<file path="config.mk">
export PLATFORM = sky130hd
export DESIGN_NAME = tt_capture_sweep_flat
export DESIGN_NICKNAME = d
export VERILOG_FILES = /design/src/rtl/tt_capture_sweep_if.sv /design/src/rtl/tt_capture_sweep.sv /design/src/flat_wrapper.sv
export SDC_FILE = /design/constraint.sdc
export NUM_CORES = 1
export LEC_CHECK = 0
export BUFFER_PORTS_ARGS = -buffer_cell sky130_fd_sc_hd__buf_2
export CORE_MARGIN = 2
export CORE_UTILIZATION = 55
export CTS_BUF_LIST = sky130_fd_sc_hd__clkbuf_4
export CTS_CLUSTER_DIAMETER = 150
export CTS_CLUSTER_SIZE = 16
export DETAILED_ROUTE_END_ITERATION = 8
export PLACE_DENSITY_LB_ADDON = 0.2
export SLEW_MARGIN = 10
export SYNTH_ARGS = -nofsm -noshare
export SYNTH_HDL_FRONTEND = slang
export SYNTH_SLANG_ARGS = --single-unit
</file>
<file path="constraint.sdc">
create_clock -name clk -period 2.1 [get_ports clk]
set_input_delay 0.42 -clock clk [delete_from_list [all_inputs] [get_ports clk]]
set_output_delay 0.42 -clock clk [all_outputs]
set_load 0.005 [all_outputs]
</file>
<file path="src/rtl/tt_capture_sweep_if.sv">
// Result channel of the truth-table sweeper: packed table,
// its weight, and a valid/ready handshake.
interface tt_capture_sweep_if;
  logic [127:0] tt;
  logic [7:0]   weight;
  logic         tt_valid;
  logic         tt_ready;

  modport master (
    output tt,
    output weight,
    output tt_valid,
    input  tt_ready
  );

  modport slave (
    input  tt,
    input  weight,
    input  tt_valid,
    output tt_ready
  );
endinterface

</file>
<file path="src/rtl/tt_capture_sweep.sv">
// Sweeps all 128 vectors of a 7-input function and packs the
// sampled outputs into a truth table plus its popcount.
module tt_capture_sweep #(
  parameter int LAT = 0
) (
  input  logic       clk,
  input  logic       rst,
  input  logic       start,
  output logic       busy,
  output logic [6:0] x_vec,
  output logic       x_vld,
  input  logic       f_in,
  tt_capture_sweep_if.master res
);

  localparam logic [1:0] IDLE  = 2'd0;
  localparam logic [1:0] SWEEP = 2'd1;
  localparam logic [1:0] DRAIN = 2'd2;
  localparam logic [1:0] DONE  = 2'd3;

  localparam logic [2:0] DRAIN_LAST =
    (LAT == 0) ? 3'd0 : 3'(LAT - 1);

  logic [1:0]   state;
  logic [2:0]   drain_cnt;
  logic [127:0] tt_q;
  logic [7:0]   wt_q;
  logic         smp_vld;
  logic [6:0]   smp_idx;

  // Index/valid travel alongside the DUT pipe so each
  // f_in lands in the bit of the vector that produced it.
  generate
    if (LAT == 0) begin : g_direct
      assign smp_vld = x_vld;
      assign smp_idx = x_vec;
    end else begin : g_delay
      logic [LAT-1:0] vld_pipe;
      logic [6:0]     idx_pipe [LAT];

      always_ff @(posedge clk) begin
        if (rst) begin
          vld_pipe <= '0;
          for (int i = 0; i < LAT; i++) begin
            idx_pipe[i] <= '0;
          end
        end else begin
          vld_pipe[0] <= x_vld;
          idx_pipe[0] <= x_vec;
          for (int i = 1; i < LAT; i++) begin
            vld_pipe[i] <= vld_pipe[i-1];
            idx_pipe[i] <= idx_pipe[i-1];
          end
        end
      end

      assign smp_vld = vld_pipe[LAT-1];
      assign smp_idx = idx_pipe[LAT-1];
    end
  endgenerate

  always_ff @(posedge clk) begin
    if (rst) begin
      state     <= IDLE;
      drain_cnt <= '0;
      x_vec     <= '0;
      x_vld     <= 1'b0;
      tt_q      <= '0;
      wt_q      <= '0;
    end else begin
      unique case (state)
        IDLE: begin
          if (start) begin
            state <= SWEEP;
            x_vec <= '0;
            x_vld <= 1'b1;
            tt_q  <= '0;
            wt_q  <= '0;
          end
        end
        SWEEP: begin
          if (x_vec == 7'd127) begin
            x_vld     <= 1'b0;
            drain_cnt <= '0;
            state     <= (LAT == 0) ? DONE : DRAIN;
          end else begin
            x_vec <= x_vec + 7'd1;
          end
        end
        DRAIN: begin
          if (drain_cnt == DRAIN_LAST) begin
            state <= DONE;
          end else begin
            drain_cnt <= drain_cnt + 3'd1;
          end
        end
        DONE: begin
          if (res.tt_ready) begin
            state <= IDLE;
          end
        end
        default: state <= IDLE;
      endcase

      if (smp_vld) begin
        tt_q[smp_idx] <= f_in;
        wt_q          <= wt_q + {7'd0, f_in};
      end
    end
  end

  assign busy         = (state == SWEEP) || (state == DRAIN);
  assign res.tt_valid = (state == DONE);
  assign res.tt       = tt_q;
  assign res.weight   = wt_q;

endmodule

</file>
<file path="src/flat_wrapper.sv">
// flat-port wrapper written by rule: the top's interface ports become plain ports
module tt_capture_sweep_flat 
#(
  parameter int LAT = 0
)
  (clk, rst, start, busy, x_vec, x_vld, f_in, res_tt, res_weight, res_tt_valid, res_tt_ready);
  tt_capture_sweep_if res_i ();
  input  logic clk;
  input  logic rst;
  input  logic start;
  output logic busy;
  output logic [6:0] x_vec;
  output logic x_vld;
  input  logic f_in;
  output wire logic [$bits(res_i.tt)-1:0] res_tt;
  output wire logic [$bits(res_i.weight)-1:0] res_weight;
  output wire logic [$bits(res_i.tt_valid)-1:0] res_tt_valid;
  input wire logic [$bits(res_i.tt_ready)-1:0] res_tt_ready;
  assign res_tt = res_i.tt;
  assign res_weight = res_i.weight;
  assign res_tt_valid = res_i.tt_valid;
  assign res_i.tt_ready = res_tt_ready;
  tt_capture_sweep #(.LAT(LAT)) u_core (.clk(clk), .rst(rst), .start(start), .busy(busy), .x_vec(x_vec), .x_vld(x_vld), .f_in(f_in), .res(res_i));
endmodule
</file>
* Word-level counts from Yosys, hierarchy flattened
Index checks and enable logic that the tools add are counted.
Word-level totals: flip-flop bits (word level) 149, bits in latches 0, bits in writable memories 0, memory bits (read-only) 0, input port bits 5, output and inout bits 146, word-level logic and storage cells 58, memories kept 0
Cells by class: $add $sub $neg 3, $mul 0, div/mod/pow operators 0, magnitude comparators 2, equal/unequal tests 10, shift operators 0, mux-type cells 24, bitwise operators 0, reduce and logical (&&, ||, !) cells 13
Operator list (number):
- $mux W128 | 4
- $bwmux W128 | 1
- $mux W8 | 3
- $mux W7 | 2
- $pmux W7 S2 | 1
- $reduce_and A3 Y1 | 3
- $add A8 B1 Y8 | 1
- $lt A7 B8 Y1 const B | 1
- $mux W2 | 4
- $pmux W2 S4 | 1
- $reduce_bool A2 Y1 | 4
- $add A7 B1 Y7 const B | 1
- $demux W1 S7 | 1
- $eq A7 B7 Y1 const B | 1
- $ge A7 B1 Y1 const B | 1
- $mux W3 | 2
- $ne A2 B1 Y1 const B | 3
- $ne A2 B2 Y1 const B | 3
- $pmux W3 S2 | 1
- $eq A2 B2 Y1 const B | 2
- $reduce_and A4 Y1 | 1
- $add A3 B1 Y3 const B | 1
- $logic_not A3 Y1 | 1
- $mux W1 | 3
- other kinds (6) | 6

* Longest topological paths before layout
word-level depth 6, gate-level depth with buffers 7, gate-level depth less buffers 6

* Worst setup path after synthesis
Ideal clock, no wire load.
path type register -> register, from register u_core.x_vec[1], to register u_core.state[0], library setup time 121 ps, arrival time 1569 ps, data required time 1979 ps, setup slack 410 ps, cell stages (with the launch flop) 6, path buffers 0, clock period less this slack 1690 ps, cells stage by stage dfxtp_1 -> ha_1 -> nand4_1 -> o21ai_2 -> nor3b_2 -> mux2_2
Between the ends: word-level cells in the longest chain between the ends 3
RTL lines:
- from (decl) | line tt_capture_sweep.sv:10 | output logic [6:0] x_vec,
- from (signal assigned) | line tt_capture_sweep.sv:87 | x_vec <= x_vec + 7'd1;
- $eq A7 B7 Y1 | line tt_capture_sweep.sv:82 | if (x_vec == 7'd127) begin
- $ne A2 B1 Y1 (no line)
- $reduce_and A4 Y1 (no line)
- to (signal assigned) | line tt_capture_sweep.sv:85 | state <= (LAT == 0) ? DONE : DRAIN;
- to (decl) | line tt_capture_sweep.sv:24 | logic [1:0] state;
No other way between the ends. A chain may end at the register's enable or synchronous reset.

* Worst setup path in the final report
from register u_core.state[1], to output port busy
Between the ends: word-level cells in the longest chain between the ends 2, elaborated cells on any way between the ends 3, classes of those cells eq/ne (2); reduce/logical (1)
RTL lines:
- $eq A2 B1 Y1 or $eq A2 B2 Y1 (tied branches) | line tt_capture_sweep.sv:112 | assign busy = (state == SWEEP) || (state == DRAIN);
- $logic_or A1 B1 Y1 * | line tt_capture_sweep.sv:112
- to (decl) | line flat_wrapper.sv:11 | output logic busy;
Every way passes the cells marked *; elsewhere a longest branch is shown, timed or not.

==> results.json <==
{
  "worst_setup_path_end_kind": "primary output",
  "die_w_um": 115,
  "crit_arrival_ns": 1.58,
  "detail-route-antenna-nets": 0,
  "final_layout_size_suffix_gt1_share_pct": 26.6,
  "path_max_fanout": 7,
  "reg2reg_depth": 6,
  "critPathMaxStageDelay_ns": 0.41,
  "period_share_pct": 95.3,
  "synth_seq_area_share_pct": 43.9,
  "ys_types": 52,
  "cap_violations": 0,
  "drc": 0,
  "vias": 7248,
  "finClkSkew_ns": 0.0193,
  "dp_slack_ns": 0.209,
  "whs_endpoint": "u_core.x_vec[4]",
  "status": "finished clean",
  "cp.required_ns": 1.68,
  "tightest_slew_ns": 1.01,
  "final_area_um2": 8040,
  "post_cts_resized": 0,
  "cts_inserted_buffers": 17,
  "cellPowerDensity_nw_per_um2": 772,
  "wl_mm": 22.3,
  "antenna_found_initial": 0,
  "coreArea_um2": 12000,
  "die_y_um": 115,
  "portBuffers": 150,
  "layoutNonFillerInstCount": 1086,
  "ioPinCount": 151,
  "leakagePower_nw": 3.03,
  "rsz0062_at_grt": "no",
  "setup_viol": 0,
  "viasPerCell": 6.67,
  "relSlewSlack_pct": 32.9,
  "die-area_um2": 13300,
  "fin_util_pct": 66.9,
  "ys_warn_count": 0,
  "antenna_cells": 0,
  "gp_congestion": 0.920,
  "period_needed_ns": 2.00,
  "dp_hpwl_mm": 14.2,
  "power_mw": 6.21,
  "critical_path.slowest_cell": "ha_2",
  "min_path_cells": 2,
  "drv_slew": 0,
  "fmax_mhz": 500,
  "drtIter0Drc": 995,
  "grt_max_degree": 129,
  "hp-start": "rst",
  "path_cells": "inv_1 > ha_2 > buf_2",
  "grt_usage_pct": 33.2,
  "async_reset_ff_share_pct": 0,
  "fillers": 1034,
  "ys_ff_latch": 149,
  "hold_viol": 0,
  "r2r_start": "u_core.state[1]",
  "dp.cells": 1054,
  "cts_tree": "done",
  "grt_overflow": 0,
  "clk_latency_ns": 0.55,
  "grt_pass1_vias": 6497,
  "hold_buffers": 0,
  "start_kind": "flop",
  "ctsHtreeMaxLevel": 4,
  "post_cts_buffers": 0,
  "synth_edf_count": 0,
  "placed_cell_area_um2": 7730,
  "hold_ws_ns": 0.287,
  "cts_buffer_depth": 2,
  "vdd_drop_max_mv": 0.361,
  "layout.nets": 940,
  "reg2reg_slack_ns": 0.11,
  "setup_tns_ns": 0,
  "detail_route.wl_per_cell_um": 20.5,
  "synth_ff_type": "dfxtp_1",
  "cts-root-buf": "clkbuf_4",
  "syn2layout_area_growth_pct": 18.3,
  "syn_area_per_cell_um2": 8.56,
  "postSynthCellCount": 794,
  "setup_ws_ns": 0.0985,
  "grt_first_pass_wirelength_mm": 34.5,
  "start_util_pct": 56.6,
  "cts.sinks": 149,
  "syn_nets": 808,
  "rows": 40,
  "r2r_end": "u_core.x_vec[5]",
  "crit_type": "reg2out",
  "drtPass1Iterations": 6,
  "hold_class": "in2reg",
  "clkTransAtPathRegs_ns": 0.12,
  "synth_area_um2": 6790
}
## sequential cells by signal (all words and copies together) (netlist names)
signal,flops
u_core.drain_cnt,3
u_core.res.tt,128
u_core.res.weight,8
u_core.state,2
u_core.x_vec,7
u_core.x_vld,1
## cell families (layout without fill, tap and decap cells)
kind of cell               count (synthesis)  after routing  synth area share [%]
AOI/OAI and AO/OA                        292            292                  26.9
and+or+nand+nor                          248            248                  20.2
DFF                                      149            149                  43.9
buffers and inverters                     86            231                  5.87
adders and majority gates                  9              9                  1.66
muxes                                      7              7                  1.09
xor gates and xnor gates                   3              3                 0.387
## cell usage in the layout (no fill, tap or decap), types with 3 or more instances in the layout
cell type / Yosys / final
buf_12: 0 / 4
nand2_1: 25 / 24
buf_4: 11 / 40
inv_1: 7 / 7
nand2b_1: 8 / 8
nand4_1: 6 / 6
o211ai_1: 129 / 129
nand3_1: 147 / 147
clkinvlp_4: 0 / 3
nor2b_1: 7 / 7
nor2_2: 3 / 3
o21ai_0: 7 / 7
dfxtp_1: 149 / 149
nor2_1: 16 / 16
nand3b_1: 6 / 6
bufinv_16: 0 / 3
nor3_2: 6 / 6
clkinv_2: 0 / 3
a21oi_1: 143 / 143
nor3_1: 3 / 3
mux2_2: 3 / 3
clkbuf_4: 0 / 19
nor2_4: 3 / 3
mux2i_1: 4 / 4
ha_1: 9 / 8
buf_2: 22 / 148
## per-layer routing
layer  vias to the layer above  share of wire, %  track usage [%]
met2                       464                46             50.8
met4                         0               3.5             14.8
met1                      3461                41             45.4
met5                         -                 0                0
met3                        72                10             6.96
li1                       3251                 -                -
## report_power, final
group          internal, mW  total (mW)  switching (mW)
combinational         0.423        1.40           0.972
clock                 0.847        1.89            1.04
sequential             2.87        2.92          0.0492
total                  4.14        6.21            2.07
## area by class of cell
type / count / area (µm²) / area share [%]
Multi-Input combinational cell: 559 / 3420 / 42.6
Clock inverter: 13 / 158 / 1.96
Inverter: 7 / 26.3 / 0.327
Clock buffer: 19 / 143 / 1.77
Tap cell: 147 / 184 / 2.29
Timing Repair Buffer: 192 / 1120 / 13.9
Sequential cell: 149 / 2980 / 37.1
## critical path, delay by kind of cell, from the launching register on
family,cells,cell delay [ns]
DFF,1,0.40
buffers and inverters,2,0.23
adders and majority gates,1,0.41
## cells in the mapped netlist (all sizes together) (2+ instances only)
library cell | instances | share of area [%]
nand3b | 6 | 0.66
nand4 | 7 | 0.74
a31oi | 2 | 0.18
nor3 | 11 | 1.6
nor2b | 7 | 0.64
nand3 | 148 | 11
buf | 35 | 3.1
nand2b | 9 | 0.94
inv | 7 | 0.39
o211ai | 129 | 14
xnor2 | 2 | 0.26
dfxtp | 149 | 44
and4 | 2 | 0.26
nor2 | 22 | 1.7
and2b | 2 | 0.22
nand2 | 26 | 1.5
mux2i | 4 | 0.59
or3 | 2 | 0.18
mux2 | 3 | 0.50
nor3b | 2 | 0.29
o21ai | 8 | 0.64
a21oi | 143 | 11
a211oi | 2 | 0.29
clkbuf | 44 | 2.4
ha | 9 | 1.7
## worst max-delay path by stage
stage	start	slack (ns)	end	cells past startpoint
finish	u_core.state[1]	0.1	busy	3
CTS	u_core.state[0]	0.05	busy	3
global placement	u_core.x_vec[4]	0.31	u_core.state[0]	4
floorplan	u_core.x_vec[1]	0.41	u_core.state[0]	5
detailed placement	u_core.state[0]	0.21	u_core.x_vec[5]	6
global route	u_core.state[1]	0.008	busy	3
(Power assumes the default switching activity.)
